<file path="config.mk">
export PLATFORM = sky130hd
export DESIGN_NAME = regfile_writeback_unit
export DESIGN_NICKNAME = d
export VERILOG_FILES = /design/src/rtl/mini_mips_pkg.sv /design/src/rtl/wb_fifo.sv /design/src/rtl/regfile_writeback_unit.sv
export SDC_FILE = /design/constraint.sdc
export NUM_CORES = 1
export LEC_CHECK = 0
export BUFFER_PORTS_ARGS = -buffer_cell sky130_fd_sc_hd__clkbuf_2
export CAP_MARGIN = 20
export CELL_PAD_IN_SITES_DETAIL_PLACEMENT = 1
export CELL_PAD_IN_SITES_GLOBAL_PLACEMENT = 1
export CORE_MARGIN = 5
export CORE_UTILIZATION = 40
export DETAILED_ROUTE_END_ITERATION = 10
export GPL_TIMING_DRIVEN = 0
export PLACE_DENSITY = 0.84
export SKIP_LAST_GASP = 1
export SYNTH_ARGS = -nofsm -noshare
export SYNTH_HDL_FRONTEND = slang
export SYNTH_HIERARCHICAL = 1
export SYNTH_SLANG_ARGS = --single-unit
export TNS_END_PERCENT = 10
</file>
<file path="constraint.sdc">
create_clock -name clk -period 2.9 [get_ports clk]
set_input_delay 0 -clock clk [delete_from_list [all_inputs] [get_ports clk]]
set_output_delay 0 -clock clk [all_outputs]
set_load 0.01 [all_outputs]
</file>
<file path="src/rtl/mini_mips_pkg.sv">
// Shared register-file constants and the writeback entry type for the mini MIPS core.
package mini_mips_pkg;
  localparam int REG_COUNT  = 32;
  localparam int WORD_WIDTH = 32;
  localparam int REG_ADDR_W = $clog2(REG_COUNT);

  localparam logic [REG_ADDR_W-1:0] ZERO_REG = '0;

  typedef struct packed {
    logic [REG_ADDR_W-1:0] addr;
    logic [WORD_WIDTH-1:0] data;
  } wb_entry_t;
endpackage

</file>
<file path="src/rtl/wb_fifo.sv">
// Pending-writeback FIFO: head visible combinationally, push/pop take effect at posedge.
// Backpressure: in_rdy low while full or in reset; a same-cycle pop does not free a slot for a push.
module wb_fifo #(
  parameter int DEPTH = 4,
  parameter int W     = 37
) (
  input  logic                   clk,
  input  logic                   rst,
  input  logic                   in_vld,
  output logic                   in_rdy,
  input  logic [W-1:0]           in_dat,
  input  logic                   pop,
  output logic                   empty,
  output logic [W-1:0]           head,
  output logic [$clog2(DEPTH):0] count
);
  localparam int PW = $clog2(DEPTH);
  localparam logic [PW:0] FULL = (PW+1)'(DEPTH);

  logic [W-1:0]  mem [DEPTH];
  logic [PW-1:0] rd_ptr;
  logic [PW-1:0] wr_ptr;
  logic          push;
  logic          do_pop;

  assign in_rdy = !rst && (count < FULL);
  assign empty  = (count == '0);
  assign head   = mem[rd_ptr];
  assign push   = in_vld && in_rdy;
  assign do_pop = pop && !empty;

  always_ff @(posedge clk) begin
    if (push) mem[wr_ptr] <= in_dat;
  end

  // Pointers wrap naturally because DEPTH is a power of two.
  always_ff @(posedge clk) begin
    if (rst) begin
      rd_ptr <= '0;
      wr_ptr <= '0;
      count  <= '0;
    end else begin
      if (push)   wr_ptr <= wr_ptr + PW'(1);
      if (do_pop) rd_ptr <= rd_ptr + PW'(1);
      count <= count + (PW+1)'(push) - (PW+1)'(do_pop);
    end
  end
endmodule

</file>
<file path="src/rtl/regfile_writeback_unit.sv">
// Register-file write port: ALU beats queued load results, winner committed 1 cycle later; busy scoreboard + bypass.
// Backpressure only on the mem path (mem_ready); optional starvation guard under WB_FIFO_STARVE_GUARD_EN.
module regfile_writeback_unit
  import mini_mips_pkg::*;
#(
  parameter  int COUNT      = REG_COUNT,
  parameter  int BUS_WIDTH  = WORD_WIDTH,
  parameter  int FIFO_DEPTH = 4,
  localparam int ADDR_WIDTH = $clog2(COUNT),
  localparam int CW         = $clog2(FIFO_DEPTH) + 1
) (
  input  logic                  clk,
  input  logic                  rst,
  input  logic                  alu_valid,
  input  logic [ADDR_WIDTH-1:0] alu_addr,
  input  logic [BUS_WIDTH-1:0]  alu_data,
  input  logic                  mem_valid,
  output logic                  mem_ready,
  input  logic [ADDR_WIDTH-1:0] mem_addr,
  input  logic [BUS_WIDTH-1:0]  mem_data,
  input  logic                  rsv_en,
  input  logic [ADDR_WIDTH-1:0] rsv_addr,
  output logic                  wr_en,
  output logic [ADDR_WIDTH-1:0] write_addr,
  output logic [BUS_WIDTH-1:0]  data_in,
  input  logic [ADDR_WIDTH-1:0] query_addr1,
  input  logic [ADDR_WIDTH-1:0] query_addr2,
  output logic                  busy1,
  output logic                  busy2,
  output logic                  fwd_valid1,
  output logic [BUS_WIDTH-1:0]  fwd_data1,
  output logic                  fwd_valid2,
  output logic [BUS_WIDTH-1:0]  fwd_data2,
  output logic [CW-1:0]         fifo_count
);
  localparam int EW = ADDR_WIDTH + BUS_WIDTH;
  localparam logic [ADDR_WIDTH-1:0] ZADDR = ADDR_WIDTH'(ZERO_REG);

  logic                  fifo_empty;
  logic                  fifo_pop;
  logic [EW-1:0]         fifo_head;
  logic                  alu_live;
  logic                  win_vld;
  logic [ADDR_WIDTH-1:0] win_addr;
  logic [BUS_WIDTH-1:0]  win_data;
  logic [COUNT-1:0]      busy;

  // Writes to $zero are accepted on the handshake but never stored.
  wb_fifo #(.DEPTH(FIFO_DEPTH), .W(EW)) u_fifo (
    .clk    (clk),
    .rst    (rst),
    .in_vld (mem_valid && (mem_addr != ZADDR)),
    .in_rdy (mem_ready),
    .in_dat ({mem_addr, mem_data}),
    .pop    (fifo_pop),
    .empty  (fifo_empty),
    .head   (fifo_head),
    .count  (fifo_count)
  );

  assign alu_live = alu_valid && (alu_addr != ZADDR);

`ifdef WB_FIFO_STARVE_GUARD_EN
  logic [2:0]            starve_cnt;
  logic                  skid_vld;
  logic                  skid_load;
  logic [ADDR_WIDTH-1:0] skid_addr;
  logic [BUS_WIDTH-1:0]  skid_data;

  // Priority: parked ALU result, then a forced FIFO head, then the live ALU.
  always_comb begin
    win_vld   = 1'b0;
    win_addr  = alu_addr;
    win_data  = alu_data;
    fifo_pop  = 1'b0;
    skid_load = 1'b0;
    if (skid_vld) begin
      win_vld   = 1'b1;
      win_addr  = skid_addr;
      win_data  = skid_data;
      skid_load = alu_live;
    end else if (!fifo_empty && (!alu_live || starve_cnt == 3'd7)) begin
      win_vld               = 1'b1;
      {win_addr, win_data}  = fifo_head;
      fifo_pop              = 1'b1;
      skid_load             = alu_live;
    end else if (alu_live) begin
      win_vld = 1'b1;
    end
  end

  always_ff @(posedge clk) begin
    if (skid_load) begin
      skid_addr <= alu_addr;
      skid_data <= alu_data;
    end
  end

  always_ff @(posedge clk) begin
    if (rst) begin
      starve_cnt <= '0;
      skid_vld   <= 1'b0;
    end else begin
      skid_vld <= skid_load;
      if (fifo_pop)
        starve_cnt <= '0;
      else if (!fifo_empty && win_vld && starve_cnt != 3'd7)
        starve_cnt <= starve_cnt + 3'd1;
    end
  end
`else
  always_comb begin
    win_vld  = alu_live || !fifo_empty;
    fifo_pop = !alu_live && !fifo_empty;
    if (alu_live) {win_addr, win_data} = {alu_addr, alu_data};
    else          {win_addr, win_data} = fifo_head;
  end
`endif

  always_ff @(posedge clk) begin
    if (rst) begin
      wr_en      <= 1'b0;
      write_addr <= '0;
      data_in    <= '0;
    end else begin
      wr_en <= win_vld;
      if (win_vld) begin
        write_addr <= win_addr;
        data_in    <= win_data;
      end
    end
  end

  // A new reservation outranks the commit retiring the previous producer.
  always_ff @(posedge clk) begin
    if (rst) begin
      busy <= '0;
    end else begin
      for (int i = 1; i < COUNT; i++) begin
        if (rsv_en && rsv_addr == ADDR_WIDTH'(i))
          busy[i] <= 1'b1;
        else if (wr_en && write_addr == ADDR_WIDTH'(i))
          busy[i] <= 1'b0;
      end
    end
  end

  assign busy1 = !rst && (query_addr1 != ZADDR) && busy[query_addr1];
  assign busy2 = !rst && (query_addr2 != ZADDR) && busy[query_addr2];

  assign fwd_valid1 = !rst && wr_en && (query_addr1 == write_addr) && (query_addr1 != ZADDR);
  assign fwd_valid2 = !rst && wr_en && (query_addr2 == write_addr) && (query_addr2 != ZADDR);
  assign fwd_data1  = fwd_valid1 ? data_in : '0;
  assign fwd_data2  = fwd_valid2 ? data_in : '0;
endmodule

</file>
==> results_dict.tcl <==
set metrics [dict create \
    ioPinCount 204 \
    cts_max_level 1 \
    yosysSeqAreaShare 0.591 \
    synth.avg_cell_area_um2 14.0 \
    viasPerCell 5.36 \
    relSlewSlack 0.386 \
    fin_crit_ps 2760 \
    grt_first_pass_wirelength_mm 48.7 \
    setup_viol 0 \
    overflow 0 \
    grt_max_degree 26 \
    ys_warn_count 6 \
    antenna_found_initial 0 \
    worst-path-max-fanout 10 \
    peakVddDrop_uv 527 \
    antenna-diode-count 0 \
    hold_class "in -> reg" \
    critPathRequiredTime_ps 3310 \
    stdcell_count 1398 \
    syn-num-nets 828 \
    worst_hold_slack_ps 24.3 \
    synth_edf_count 148 \
    drt-pass1-iter-count 4 \
    netlist_area_um2 10200 \
    cap_violations 0 \
    tightest_slew_ps 922 \
    crit_arrival_ps 3170 \
    clock_latency_ps 540 \
    dr_total_vias 7494 \
    nets 1150 \
    synthFlopType "edfxtp_1" \
    die_area_um2 28700 \
    cts_tree "built" \
    clockRootBuffer "clkbuf_16" \
    fmax_ghz 0.363 \
    coreArea_um2 25100 \
    layout-drive-gt1-share 0.332 \
    path_clk_slew_ps 60 \
    fillers 2610 \
    ys_seq_elements 226 \
    end_kind "flip-flop" \
    rsz0062_at_grt "true" \
    routedWlPerCell_um 23.1 \
    place_congestion 0.863 \
    placedCellCount 1257 \
    portBuffers 196 \
    hpwl_mm 21.8 \
    post-route-period-util 0.950 \
    grt_pass1_vias 8157 \
    dpl-instance-area_um2 11600 \
    layout-area-overhead-vs-synth_pct 32.5 \
    fin_area_um2 13500 \
    crit_path_start_kind "input port" \
    yosys.area.top_type "edfxtp_1" \
    slew_viol_final 0 \
    routed_wl_mm 32.3 \
    power.density_nw_per_um2 703 \
    finalHoldViolations 0 \
    worstSetupPathType "in -> reg" \
    start_util 0.405 \
    cts_sinks 226 \
    yosys-top-cells-area "edfxtp_1, dfxtp_1, mux4_2, mux2i_1, and2_1" \
    synthCells 727 \
    ys_types 52 \
    power_w 0.00947 \
    outcome "finished, final reports clean" \
    rows 58 \
    async_flop_share 0 \
    drtIter0Drc 523 \
    yosysTopAreaCellShare 0.437 \
    worst_clock_skew_ps 15.2 \
    ant_nets 0 \
    die_h_um 169 \
    p_leak_nw 5.22 \
    drcViolationCount 0 \
    cts_buffer_depth 3 \
    die_w_um 169 \
    grt_use_total 0.220 \
    cts_buffers 25 \
]
-- critical path, stage by stage --
cell           delay (ps)
dlygate4sd3_1         590
clkbuf_2              130
or4_1                 490
o21ai_2               160
buf_6                 130
buf_6                 140
nor2b_2               180
o31ai_1               120
inv_1                  90
ha_1                  120
inv_1                  40
ha_1                  180
fa_1                  400
xnor2_1               190
xnor2_1               140
nor2_1                 50
-- layer usage --
layer  track usage  up-vias  part of all wire
met5             0        -                 0
met3        0.0340       60             0.047
met1         0.281     3832              0.41
li1              -     3390                 -
met2         0.391      212              0.52
met4        0.0588        0             0.026
-- power by group --
group / internal, W / switching [W]
Sequential: 0.00365 / 0.000181
Combinational: 0.00115 / 0.00118
Clock: 0.00197 / 0.00133
Total: 0.00677 / 0.00270
-- cell usage after synthesis (2+ instances only) --
cell	count
buf_12	3
xnor2_1	9
nand4_1	3
dfxtp_1	78
xor2_1	5
buf_4	5
nor2_1	48
a2111oi_0	2
clkbuf_1	20
edfxtp_1	148
buf_1	3
mux4_2	37
nor3b_1	3
nand2_1	33
nand3_1	14
a21oi_1	33
a311o_1	2
buf_2	10
nand3b_1	2
mux2_2	5
and3_1	2
o31ai_1	2
a211oi_2	21
ha_1	6
nand2b_1	4
mux4_1	11
o21ai_0	32
a22oi_1	2
or4_1	4
a221oi_1	2
mux2i_1	44
nor2b_1	18
o311a_1	2
buf_6	9
nor3_1	2
and2_1	68
a211oi_1	14
inv_1	7
-- cells by family after synthesis --
family | share of synthesized area
compound gates | 0.0797
fa+ha+maj | 0.00935
buf+inv | 0.0360
simple gates | 0.113
xor+xnor | 0.0121
flops | 0.591
mux | 0.159
-- layout by cell type (no fill, tap or decap), types with 9 or more instances in the layout --
master and instances:
clkbuf_2 200, edfxtp_1 148, dlygate4sd3_1 85, dfxtp_1 78, and2_1 64, nor2_1 48, mux2i_1 44, mux4_2 37
a21oi_1 33, nand2_1 33, o21ai_0 32, clkbuf_16 26, clkbuf_1 22, a211oi_2 21, nor2b_1 17, buf_4 15
nand3_1 14, a211oi_1 14, mux4_1 11, buf_6 10, xnor2_1 9
-- worst paths after layout --
kind              startpoint              end  slack [ps]  depth (start not counted)
max              alu_addr[3]  u_fifo/count[2]         140                         16
min                alu_valid      data_in[28]          20                          5
max reg2reg  u_fifo/count[1]  u_fifo/count[2]         260                         13
min reg2reg         busy[30]         busy[30]         500                          2
-- registers in the layout, summed over array words and instances, names as in the netlist, named ones only --
signal / flops
busy: 31
data_in: 32
u_fifo/count: 3
u_fifo/mem: 148
u_fifo/rd_ptr: 2
u_fifo/wr_ptr: 2
wr_en: 1
write_addr: 5
-- what timing repair did --
action                                 4_1_cts  5_1_grt
setup buffers                                0       11
resized for setup                            8        6
setup endpoints to repair                   22        6
hold buffers                                85        0
pin swaps                                    0        1
endpoints found under the hold margin      207        0
-- stage by stage --
stage	setup slack [ps]	util	setup TNS, ps
CTS	-45.4	0.533	-45.4
finish	144	0.537	0
global placement	-377	0.461	-556
floorplan	79.8	-	0
global route	-37.3	0.537	-37.3
detailed placement	-440	0.464	-672
-- area by class of cell --
class,count,area [µm²],share of cell area
Buffer,50,358,0.0266
Timing Repair Buffer,296,1990,0.148
Sequential cell,226,6010,0.446
Clock inverter,13,156,0.0116
Multi-Input combinational cell,443,3820,0.284
Tap cell,330,413,0.0306
Inverter,7,26.3,0.00195
Clock buffer,33,697,0.0517
(Power assumes the default switching activity.)
